**src/rtl/vga_capture.sv**
```systemverilog
// vga_capture: locks onto an incoming VGA HS/VS timing and turns the R/G/B stream back into
// addressed pixel write strobes. Optional VCAP_CRC_EN adds a per-frame CRC-8 output (frame_crc).
module vga_capture #(
   parameter int unsigned H_ACTIVE = 640,
   parameter int unsigned H_BP     = 48,
   parameter int unsigned H_TOTAL  = 800,
   parameter int unsigned V_ACTIVE = 480,
   parameter int unsigned V_BP     = 33,
   parameter int unsigned V_TOTAL  = 525,
   parameter int unsigned CLK_DIV  = 2
) (
   input  logic        sysclk,
   input  logic        rst,
   input  logic        VGA_R,
   input  logic        VGA_G,
   input  logic        VGA_B,
   input  logic        VGA_HS,
   input  logic        VGA_VS,
   output logic        pixel_valid,
   output logic [21:0] pixel_addr,
   output logic [2:0]  pixel_data,
   output logic        frame_start,
   output logic        locked,
   output logic        sync_error
`ifdef VCAP_CRC_EN
   ,
   output logic [7:0]  frame_crc
`endif
);

   localparam int unsigned LINE_CYC = H_TOTAL * CLK_DIV;
   localparam int unsigned LW = $clog2(LINE_CYC) + 1;
   localparam int unsigned FW = $clog2(V_TOTAL) + 1;
   localparam int unsigned PW = (CLK_DIV > 1) ? $clog2(CLK_DIV) : 1;
   localparam logic [LW-1:0] LINE_LAST   = LW'(LINE_CYC - 1);
   localparam logic [FW-1:0] FRAME_LINES = FW'(V_TOTAL);
   localparam logic [PW-1:0] PH_LAST     = PW'(CLK_DIV - 1);
   localparam logic [PW-1:0] PH_MID      = PW'(CLK_DIV / 2);
   localparam logic [11:0]   X_LO        = 12'(H_BP);
   localparam logic [11:0]   X_HI        = 12'(H_BP + H_ACTIVE);
   localparam logic [11:0]   Y_LO        = 12'(V_BP);
   localparam logic [11:0]   Y_HI        = 12'(V_BP + V_ACTIVE);

   typedef enum logic [1:0] {SEARCH, MEASURE, LOCKED} state_t;

   state_t        state_q, state_d;
   logic [4:0]    s1_q, s2_q;
   logic          hs_prev_q, vs_prev_q;
   logic [LW-1:0] lcyc_q, lcyc_d;
   logic [FW-1:0] fcnt_q, fcnt_d, fcnt_tot;
   logic [PW-1:0] ph_q, ph_d, ph_cur;
   logic [11:0]   samp_q, samp_d, samp_cur;
   logic [11:0]   lidx_q, lidx_d;
   logic          pv_q, pv_d, fs_q, fs_d, lk_q, lk_d, se_q, se_d;
   logic [21:0]   addr_q, addr_d;
   logic [2:0]    data_q, data_d;
   logic          hs_fall, hs_rise, vs_fall, vs_rise;
   logic          sample, x_act, y_act, line_bad, frame_bad;

   // synchronised copy: {R,G,B,HS,VS}
   assign hs_fall = hs_prev_q & ~s2_q[1];
   assign hs_rise = ~hs_prev_q & s2_q[1];
   assign vs_fall = vs_prev_q & ~s2_q[0];
   assign vs_rise = ~vs_prev_q & s2_q[0];

   always_comb begin
      ph_cur    = hs_rise ? '0 : ph_q;
      sample    = (ph_cur == PH_MID);
      ph_d      = (ph_cur == PH_LAST) ? '0 : ph_cur + 1'b1;
      samp_cur  = hs_rise ? '0 : samp_q;
      samp_d    = (sample && samp_cur != '1) ? samp_cur + 12'd1 : samp_cur;
      // the HS fall coincident with a VS rise belongs to the sync line, not the back porch
      lidx_d    = vs_rise ? '0 : ((hs_fall && lidx_q != '1) ? lidx_q + 12'd1 : lidx_q);
      lcyc_d    = hs_fall ? '0 : ((lcyc_q != '1) ? lcyc_q + 1'b1 : lcyc_q);
      fcnt_tot  = fcnt_q + FW'(hs_fall);
      fcnt_d    = vs_fall ? '0 : ((fcnt_q != '1) ? fcnt_tot : fcnt_q);
      x_act     = sample && (samp_cur >= X_LO) && (samp_cur < X_HI);
      y_act     = (lidx_q >= Y_LO) && (lidx_q < Y_HI);
      line_bad  = (lcyc_q == '1) || (hs_fall && lcyc_q != LINE_LAST);
      frame_bad = (fcnt_q == '1) || (vs_fall && fcnt_tot != FRAME_LINES);
   end

   always_comb begin
      state_d = state_q;
      fs_d    = 1'b0;
      se_d    = 1'b0;
      unique case (state_q)
         SEARCH: if (vs_fall) state_d = MEASURE;
         MEASURE, LOCKED: begin
            if (line_bad || frame_bad) begin
               state_d = SEARCH;
               se_d    = 1'b1;
            end else if (vs_fall) begin
               state_d = LOCKED;
               fs_d    = 1'b1;
            end
         end
         default: state_d = SEARCH;
      endcase
      lk_d   = (state_d == LOCKED);
      pv_d   = (state_q == LOCKED) && (state_d == LOCKED) && x_act && y_act;
      addr_d = pv_d ? {11'(lidx_q - Y_LO), 11'(samp_cur - X_LO)} : addr_q;
      data_d = pv_d ? s2_q[4:2] : data_q;
   end

   always_ff @(posedge sysclk or posedge rst) begin
      if (rst) begin
         state_q   <= SEARCH;
         s1_q      <= '0;
         s2_q      <= '0;
         hs_prev_q <= 1'b0;
         vs_prev_q <= 1'b0;
         lcyc_q    <= '0;
         fcnt_q    <= '0;
         ph_q      <= '0;
         samp_q    <= '0;
         lidx_q    <= '0;
         pv_q      <= 1'b0;
         fs_q      <= 1'b0;
         lk_q      <= 1'b0;
         se_q      <= 1'b0;
         addr_q    <= '0;
         data_q    <= '0;
      end else begin
         state_q   <= state_d;
         s1_q      <= {VGA_R, VGA_G, VGA_B, VGA_HS, VGA_VS};
         s2_q      <= s1_q;
         hs_prev_q <= s2_q[1];
         vs_prev_q <= s2_q[0];
         lcyc_q    <= lcyc_d;
         fcnt_q    <= fcnt_d;
         ph_q      <= ph_d;
         samp_q    <= samp_d;
         lidx_q    <= lidx_d;
         pv_q      <= pv_d;
         fs_q      <= fs_d;
         lk_q      <= lk_d;
         se_q      <= se_d;
         addr_q    <= addr_d;
         data_q    <= data_d;
      end
   end

   assign pixel_valid = pv_q;
   assign pixel_addr  = addr_q;
   assign pixel_data  = data_q;
   assign frame_start = fs_q;
   assign locked      = lk_q;
   assign sync_error  = se_q;

`ifdef VCAP_CRC_EN
   function automatic logic [7:0] crc8_px(input logic [7:0] c, input logic [2:0] d);
      logic [7:0] r;
      logic [2:0] dd;
      r  = c;
      dd = d;
      for (int unsigned i = 0; i < 3; i++) begin
         r  = (r[7] ^ dd[2]) ? ({r[6:0], 1'b0} ^ 8'h07) : {r[6:0], 1'b0};
         dd = {dd[1:0], 1'b0};
      end
      return r;
   endfunction

   logic [7:0] crc_acc_q, crc_acc_d, crc_q, crc_d, crc_next;

   // the accumulator is cleared on abort without touching the published value
   always_comb begin
      crc_next  = pv_d ? crc8_px(crc_acc_q, s2_q[4:2]) : crc_acc_q;
      crc_d     = fs_d ? crc_next : crc_q;
      crc_acc_d = (vs_fall || state_d != LOCKED) ? '0 : crc_next;
   end

   always_ff @(posedge sysclk or posedge rst) begin
      if (rst) begin
         crc_acc_q <= '0;
         crc_q     <= '0;
      end else begin
         crc_acc_q <= crc_acc_d;
         crc_q     <= crc_d;
      end
   end

   assign frame_crc = crc_q;
`endif

endmodule

```
**config.mk**
```make
export PLATFORM = sky130hd
export DESIGN_NAME = vga_capture
export DESIGN_NICKNAME = d
export VERILOG_FILES = /design/src/rtl/vga_capture.sv
export SDC_FILE = /design/constraint.sdc
export NUM_CORES = 1
export LEC_CHECK = 0
export CAP_MARGIN = 20
export CORE_AREA = 2 2 79 138
export DETAILED_ROUTE_END_ITERATION = 10
export DIE_AREA = 0 0 81 140
export SLEW_MARGIN = 10
export SYNTH_ARGS = -nofsm -noshare
export SYNTH_HDL_FRONTEND = slang
export SYNTH_SLANG_ARGS = --single-unit
```
**constraint.sdc**
```tcl
create_clock -name sysclk -period 4.7 [get_ports sysclk]
set_clock_uncertainty 0.05 [all_clocks]
set_input_delay 1.41 -clock sysclk [delete_from_list [all_inputs] [get_ports sysclk]]
set_output_delay 1.41 -clock sysclk [all_outputs]
set_load 0.005 [all_outputs]
```
==> impl_metrics.ini, run 1 <==
[status]
status = finished clean

[timing]
finalCriticalPeriod_ns = 3.56
finalHoldViolations = 0
tightest_slew_ns = 1.06
holdWs_ns = 0.300
slew_viol_final = 0
rsz0062_at_grt = false
fmaxAchievable_mhz = 281
post-route-period-util_pct = 75.8
tns_ns = 0
setup_viol = 0
slew-limit-headroom_pct = 29.0

[logic_synthesis]
ys_types = 51
ys_ff_latch = 91
yosysWarnings = 0
synth_edf_count = 0
synth_nets = 448
async_flop_share_pct = 100
seq_area_frac_synth_pct = 50.5
synth_top_flop_cell = dfrtp_1
avgSynthCellArea_um2 = 10.5
synthCells = 429
synth_area_um2 = 4510

[critical_path]
required_ns = 4.87
cp-start-kind = register
cp_top_family = simple AND/OR/NAND/NOR gates
path_max_fanout = 17
critPathKind = reg2reg
cp_slowest_stage_delay_ns = 0.40
crit_chain = nand2b_1 -> inv_1 -> ha_1 -> ha_1 -> and4_1 -> and3_1 -> a31oi_1 -> nor3_1 -> a21oi_4 -> nor3_4 -> buf_4 -> mux2_2
cpMostUsedCell = ha_1
path_buf_inv = 2
r2r_slack_ns = 1.14
cp.arrival_ns = 3.73
cp_slowest_cell = dfrtp_1
critPathCaptureType = register

[layout]
final_nets = 482
final_cell_mix = dfrtp_1, nor2_1, nand2_1
antennaDiodeCount = 0
area_delta_synth_final_pct = 17.4
seqCellArea_um2 = 2280
drive_above_1_share_pct = 11.3
layout_commonest_cell = dfrtp_1
fillerInstances = 981
multi_input_area_um2 = 2090

[clock_network]
cts-htree-levels = 3
post_cts_buffers = 0
clock_sinks = 91
cts_buffers = 9
clock_path_buffers = 2
cts_resized = 0
ctsHoldBuffers = 0
clkTransAtPathRegs_ns = 0.06
clockRootBuffer = clkbuf_16
tritoncts = built
clk_latency_ns = 0.33

[floorplanning]
die_area_um2 = 11300
io_pins = 36
initial_utilization_pct = 44.3
coreArea_um2 = 10200
die_w_um = 81
die_h_um = 140
row_count = 49

[detailed_routing]
ant_nets = 0
dr.pass1.iters = 4
wl_mm = 9.06
avgViaCountPerCell = 5.41
drtIter0Drc = 96
vias = 3220
wire_per_inst_um = 15.2
wl_met3_um = 275
met2_length_mm = 4.83
dr.max_layer_used = met4
wl_met1_mm = 3.84
drc = 0

[grt]
antenna_found_initial = 0
grt_pass1_wl_mm = 15.8
grt_max_degree = 92
grt_remaining_overflow = 0
grt_pass1_vias = 3266
grt_usage_pct = 17.7

[pwr]
ir_worst_vdd_uv = 244
leakage_nw = 2.37
powerDensity_nw_per_um2 = 344

[placed_design]
hpwlAfterDp_mm = 6.36
place.gp.congestion = 0.814
io_buffers = 35

[job]
max_cap_violations = 0

[worst_hold_path]
hold_path.class = reg2reg
## cell usage after synthesis, types with 2 or more instances
master	instances	area share, %
dfrtp_1	91	50
nor2_1	39	3.2
nand2_1	38	3.2
xor2_1	27	5.2
inv_1	20	1.7
nand3_1	18	2.0
a21oi_1	16	1.8
mux2_2	15	3.7
clkbuf_1	13	1.1
xnor2_1	13	2.5
ha_1	12	3.3
o21ai_0	12	1.3
nand4_1	11	1.5
nor3_1	11	1.2
and3_1	8	1.1
a31oi_1	7	0.97
mux2i_1	7	1.6
nand2b_1	7	0.97
mux2_4	6	2.0
or3_1	6	0.83
and4_1	5	0.97
nor2b_1	4	0.55
o21a_1	4	0.67
a211oi_1	3	0.50
a41oi_1	2	0.39
buf_2	2	0.22
nand3b_1	2	0.33
nand4_2	2	0.55
nor3_4	2	0.72
nor3b_1	2	0.33
nor4_1	2	0.28
nor4b_1	2	0.39
o31ai_1	2	0.33
## worst register-to-register path: stages, from the launching register on
cell,delay (ns)
dfrtp_1,0.40
nand2b_1,0.19
inv_1,0.39
ha_1,0.29
ha_1,0.23
and4_1,0.27
and3_1,0.19
a31oi_1,0.10
nor3_1,0.33
a21oi_4,0.15
nor3_4,0.19
buf_4,0.29
mux2_2,0.38
## flip-flops by register name, indices dropped and copies added (netlist names), 2 cells and up
signal      flops
fcnt_q         11
lcyc_q         12
pixel_addr     22
lidx_q         12
samp_q         12
s2_q            5
s1_q            5
pixel_data      3
state_q         2
## report_power, final
| part | switching [mW] | internal (mW) | total (mW) |
|---|---|---|---|
| sequential | 0.0457 | 0.829 | 0.875 |
| clock | 0.300 | 0.429 | 0.729 |
| combinational | 0.133 | 0.0822 | 0.216 |
| total | 0.480 | 1.34 | 1.82 |
## cell families (layout without fill, tap and decap cells)
| family | Yosys count | after routing | share of synthesized area (%) |
|---|---|---|---|
| AO/OA/AOI/OAI | 56 | 56 | 8.21 |
| XOR/XNOR | 40 | 40 | 7.76 |
| adder cells (fa/ha/maj) | 12 | 12 | 3.33 |
| buffers and inverters | 36 | 75 | 3.30 |
| flip-flops | 91 | 91 | 50.5 |
| multiplexers | 28 | 28 | 7.29 |
| AND/OR/NAND/NOR | 166 | 166 | 19.6 |
## through the flow
stage	util (%)	cells	worst slack [ns]	total power [mW]	instance area, um2
detailed placement	49.0	579	1.13	1.11	4990
floorplan	-	429	0.876	1.04	4510
CTS	52.0	595	1.11	1.85	5300
global route	52.0	595	0.902	1.91	5300
finish	52.0	595	1.14	1.82	5300
global placement	49.0	579	1.20	1.10	4990
## metal layers
layer | vias to the layer above | global-route usage [%]
met2 | 63 | 30.1
met3 | 8 | 3.93
li1 | 1563 | -
met1 | 1586 | 22.0
met4 | 0 | 5.80
met5 | - | 0
## worst paths after layout
| path | startpoint | endpoint | cells after the start |
|---|---|---|---|
| worst max register to register | s2_q[1] | pixel_addr[17] | 12 |
| worst min register to register | s1_q[1] | s2_q[1] | 0 |
| max in group asynchronous | rst | pixel_addr[15] | 3 |
| worst max-delay path | s2_q[1] | pixel_addr[17] | 12 |
| min in group asynchronous | rst | fcnt_q[10] | 3 |
| worst min-delay path | s1_q[1] | s2_q[1] | 0 |
## final cells by class
| class | count | share of cell area [%] |
|---|---|---|
| Sequential cell | 91 | 43.0 |
| Timing Repair Buffer | 39 | 7.42 |
| Clock inverter | 5 | 1.16 |
| Multi-Input combinational cell | 302 | 39.4 |
| Inverter | 20 | 1.44 |
| Tap cell | 127 | 3.00 |
| Clock buffer | 11 | 4.58 |
(Power assumes the default switching activity.)
==> inputs of run 2 (changes only) <==
Settings changed: PLACE_DENSITY from default to 0.66.
Clock period 4.7 ns to 3.15 ns, I/O delays scaled along.
==> run 2 against run 1 <==
  * Worst hold slack better by 0.0020 ns
  * Maximum frequency grew 21%
  * Non-clock buffer count rose by 9
  * Count of clock-buffer cells in the layout is 2 lower
  * Sequential cell count stayed put
  * Utilization rose by 1.4 points
  * Clock power is 71% higher
  * Design area increased by 2.7%
  * Die area did not move
==> impl_metrics.ini, run 2 (synthesis results as in run 1) <==
[timing]
setup_viol = 0
tightest_slew_ns = 0.718
slew_viol_final = 0
layout_setup_ws_ns = 0.199
fmaxAchievable_mhz = 339
finalHoldViolations = 0
slew-limit-headroom_pct = 52.0
post-route-period-util_pct = 93.7
finalCriticalPeriod_ns = 2.95
tns_ns = 0
rsz0062_at_grt = false

[job]
max_cap_violations = 0

[clock_network]
clk_latency_ns = 0.34
cts-htree-levels = 3
cts_resized = 0
clock_sinks = 91
post_cts_buffers = 0
ctsHoldBuffers = 0
cts_buffers = 9
clkTransAtPathRegs_ns = 0.06
clock_path_buffers = 2
clockRootBuffer = clkbuf_16
tritoncts = built

[detailed_routing]
ant_nets = 0
vias = 3295
dr.pass1.iters = 4
avgViaCountPerCell = 5.46
drtIter0Drc = 251
wire_per_inst_um = 15.6
wl_mm = 9.41
drc = 0

[floorplanning]
coreArea_um2 = 10200
initial_utilization_pct = 44.3
die_area_um2 = 11300
io_pins = 36
row_count = 49
die_h_um = 140
die_w_um = 81

[layout]
final_nets = 491
antennaDiodeCount = 0
fillerInstances = 917
largest_reg_flops = 22
drive_above_1_share_pct = 14.0
final_cell_mix = dfrtp_1, nor2_1, nand2_1
instances_no_fill = 604
layout_commonest_cell = dfrtp_1
area_delta_synth_final_pct = 20.5

[critical_path]
path_buf_inv = 2
cp_slowest_stage_delay_ns = 0.40
cp.arrival_ns = 3.13
critPathKind = reg2reg
cpMostUsedCell = ha_1
required_ns = 3.33
cp_top_family = simple AND/OR/NAND/NOR gates
critPathCaptureType = register
cp_slowest_cell = dfrtp_1
crit_chain = nand2b_1 -> inv_1 -> ha_1 -> ha_1 -> and4_1 -> and4_4 -> o211a_1 -> o2111a_2 -> a21oi_4 -> nor3_4 -> buf_4 -> mux2_2
cp-start-kind = register
path_max_fanout = 9

[placed_design]
io_buffers = 35
place.gp.congestion = 0.827
hpwlAfterDp_mm = 6.65
dpl_worst_slack_ns = 0.222
dp_cells = 588

[status]
status = finished clean

[worst_hold_path]
hold_path.class = reg2reg

[grt]
grt_remaining_overflow = 0
grt_max_degree = 92
grt_usage_pct = 18.8
grt_pass1_vias = 3556
grt_pass1_wl_mm = 16.6
antenna_found_initial = 0

[pwr]
ir_worst_vdd_uv = 376
leakage_nw = 2.46
power_mw = 2.88
powerDensity_nw_per_um2 = 530
run 2: changes by cell type in the layout (fill, tap and decap cells not counted), moves of 2 or more:
cell / previous run / this run
inv_6: 1 / 3
buf_4: 3 / 11
clkinvlp_4: 3 / 1
bufinv_16: 1 / 3
run 2: stage by stage:
step                utilization, %  instance area, um2  hold slack [ns]
detailed placement            50.0                5090            0.288
CTS                           53.4                5440            0.306
global placement              50.0                5090            0.287
finish                        53.4                5440            0.302
global route                  53.4                5440            0.315
floorplan                        -                4540            0.281
run 2: layout make-up:
type                            count  area, um2  share of cell area, %
Timing Repair Buffer               48        473                   8.70
Clock inverter                      7        121                   2.23
Clock buffer                        9        225                   4.14
Tap cell                          127        159                   2.92
Sequential cell                    91       2280                   41.9
Multi-Input combinational cell    302       2100                   38.7
Inverter                           20       78.8                   1.45
run 2: worst reg2reg max path: stages, from the launching register on:
cell and delay [ns]:
dfrtp_1 0.40, nand2b_1 0.19, inv_1 0.09, ha_1 0.18, ha_1 0.17, and4_1 0.28
and4_4 0.27, o211a_1 0.17, o2111a_2 0.21, a21oi_4 0.08, nor3_4 0.18, buf_4 0.20
mux2_2 0.35
run 2: layer usage:
layer  wire (um)  GRT usage, %  up-vias
li1            -             -     1572
met1        3760          21.7     1650
met2        5150          32.8       56
met3         272          4.19       17
met4         227          7.67        0
met5           0             0        -
run 2: report_power, final:
group / switching [mW] / total (mW) / leakage, nW / internal, mW
clock network: 0.463 / 1.25 / 0.171 / 0.782
registers: 0.0690 / 1.31 / 1.23 / 1.24
logic: 0.202 / 0.330 / 1.06 / 0.128
total: 0.734 / 2.88 / 2.46 / 2.15
run 2: path summary, 6_finish.rpt:
path,depth (start not counted),slack [ns],startpoint,to
setup / recovery,12,0.20,s2_q[1],pixel_addr[19]
hold / removal,0,0.30,s1_q[2],s2_q[2]
min in group asynchronous,3,1.00,rst,s2_q[3]
hold reg to reg,0,0.30,s1_q[2],s2_q[2]
setup reg to reg,12,0.20,s2_q[1],pixel_addr[19]
max in group asynchronous,3,1.63,rst,fcnt_q[4]
==> inputs of run 3 (changes only) <==
==> constraint.sdc (replaced) <==
create_clock -name sysclk -period 3.15 [get_ports sysclk]
set_clock_uncertainty 0.05 [all_clocks]
set_input_delay 0.315 -clock sysclk [delete_from_list [all_inputs] [get_ports sysclk]]
set_output_delay 0.315 -clock sysclk [all_outputs]
set_load 0.005 [all_outputs]
==> run 3 against run 2 <==
  * Sequential cell count unchanged
  * Utilization down 0.44 points
  * Register-to-register slack worse by 0.06 ns
  * Combinational power about the same
  * Non-clock buffer count down 1
  * Sequential share of layout area up 0.35 points
  * Clock power down 16%
  * Critical endpoint is now pixel_addr[16]
==> impl_metrics.ini, run 3 (synthesis results as in run 1) <==
[status]
status = finished clean

[layout]
drive_above_1_share_pct = 14.3
final_cell_mix = dfrtp_1, nor2_1, nand2_1
fillerInstances = 943
layout_commonest_cell = dfrtp_1
area_delta_synth_final_pct = 19.5
antennaDiodeCount = 0
final_nets = 490
largest_reg_flops = 22
final_core_util_pct = 53.0

[detailed_routing]
vias = 3310
drc = 0
wl_mm = 9.23
met2_length_mm = 4.94
avgViaCountPerCell = 5.49
ant_nets = 0
dr.pass1.iters = 4
wl_met1_mm = 3.75
wl_met3_um = 370
wire_per_inst_um = 15.3
drtIter0Drc = 211
dr.max_layer_used = met4

[grt]
grt_remaining_overflow = 0
antenna_found_initial = 0
grt_pass1_wl_mm = 16.2
grt_pass1_vias = 3466
grt_max_degree = 47
grt_usage_pct = 18.2

[timing]
finalHoldViolations = 0
finalCriticalPeriod_ns = 3.01
slew_viol_final = 0
post-route-period-util_pct = 95.6
holdWs_ns = 0.300
tns_ns = 0
tightest_slew_ns = 0.598
fmaxAchievable_mhz = 332
setup_viol = 0
layout_setup_ws_ns = 0.139
rsz0062_at_grt = false
slew-limit-headroom_pct = 60.1

[placed_design]
hpwlAfterDp_mm = 6.55
place.gp.congestion = 0.828
dpl_worst_slack_ns = 0.116
io_buffers = 35

[clock_network]
clockRootBuffer = clkbuf_16
ctsHoldBuffers = 0
clkTransAtPathRegs_ns = 0.06
clock_path_buffers = 2
clock_sinks = 91
cts_resized = 0
cts-htree-levels = 3
post_cts_buffers = 0
tritoncts = built
cts_buffers = 9
clk_latency_ns = 0.33

[critical_path]
cp_slowest_stage_delay_ns = 0.56
critPathCaptureType = register
cp_slowest_cell = or4_4
r2r_slack_ns = 0.14
required_ns = 3.31
critPathKind = reg2reg
r2r-end = pixel_addr[16]
r2r-start = hs_prev_q
path_max_fanout = 17
cp-start-kind = register
crit_chain = nand2b_2 -> nand2_1 -> inv_1 -> ha_1 -> o21a_1 -> o21ai_0 -> o31ai_1 -> or4_4 -> nor3_4 -> buf_12 -> mux2_2
cp.arrival_ns = 3.17
reg2reg_depth = 11

[floorplanning]
die_w_um = 81
io_pins = 36
coreArea_um2 = 10200
die_h_um = 140
die_area_um2 = 11300
initial_utilization_pct = 44.3
row_count = 49

[pwr]
power_mw = 2.69
ir_worst_vdd_uv = 421
powerDensity_nw_per_um2 = 498
leakage_nw = 2.42

[job]
max_cap_violations = 0

[worst_hold_path]
holdPathEnd = s2_q[2]
hold_path.class = reg2reg
hold_depth = 0
worstHoldStart = s1_q[2]
## run 3: changes by cell type in the layout (fill, tap and decap cells not counted), sizes merged
cell	previous run	this run
bufinv	3	1
clkinvlp	1	0
clkbuf	9	14
inv	22	19
clkinv	1	2
buf	13	12
## run 3: layout make-up
type                       instances  area, um2  area share, %
clock inverter                     2       35.0          0.650
inverter                          20       76.3           1.42
sequential                        91       2280           42.2
multi-input combinational        302       2120           39.4
clock buffer                      14        254           4.71
timing repair buffer              47        465           8.63
tap                              127        159           2.95
## run 3: worst max-delay path by stage
stage               from             end  slack (ns)  cells after the start
5_1_grt        hs_prev_q   pixel_addr[7]       0.008                     11
4_1_cts        hs_prev_q  pixel_addr[16]         0.1                     11
3_3_place_gp   hs_prev_q  pixel_addr[11]        0.14                     11
3_5_place_dp   hs_prev_q  pixel_addr[16]        0.12                     11
2_1_floorplan    s2_q[1]   pixel_addr[0]        0.01                     13
6_report       hs_prev_q  pixel_addr[16]        0.14                     11
## run 3: worst max-delay path: cells and delay by family (launching register included)
family                   cells  cell delay (ns)
multiplexers                 1             0.35
flip-flops                   1             0.41
adder cells (fa/ha/maj)      1             0.23
AND/OR/NAND/NOR              4             1.16
AO/OA/AOI/OAI                3             0.43
buffers and inverters        2             0.26
## run 3: metrics by stage
step	cells	instance area, um2
floorplan	429	4530
finish	603	5390
global route	603	5390
global placement	587	5080
CTS	603	5370
detailed placement	587	5080
## run 3: power breakdown
group,internal (mW),switching (mW)
combinational,0.128,0.203
sequential,1.24,0.0698
clock,0.637,0.412
total,2.00,0.685
## run 3: metal layers
metal,vias up,GRT usage (%)
met4,0,8.39
li1,1582,-
met1,1650,22.3
met2,68,30.0
met5,-,0
met3,10,3.80
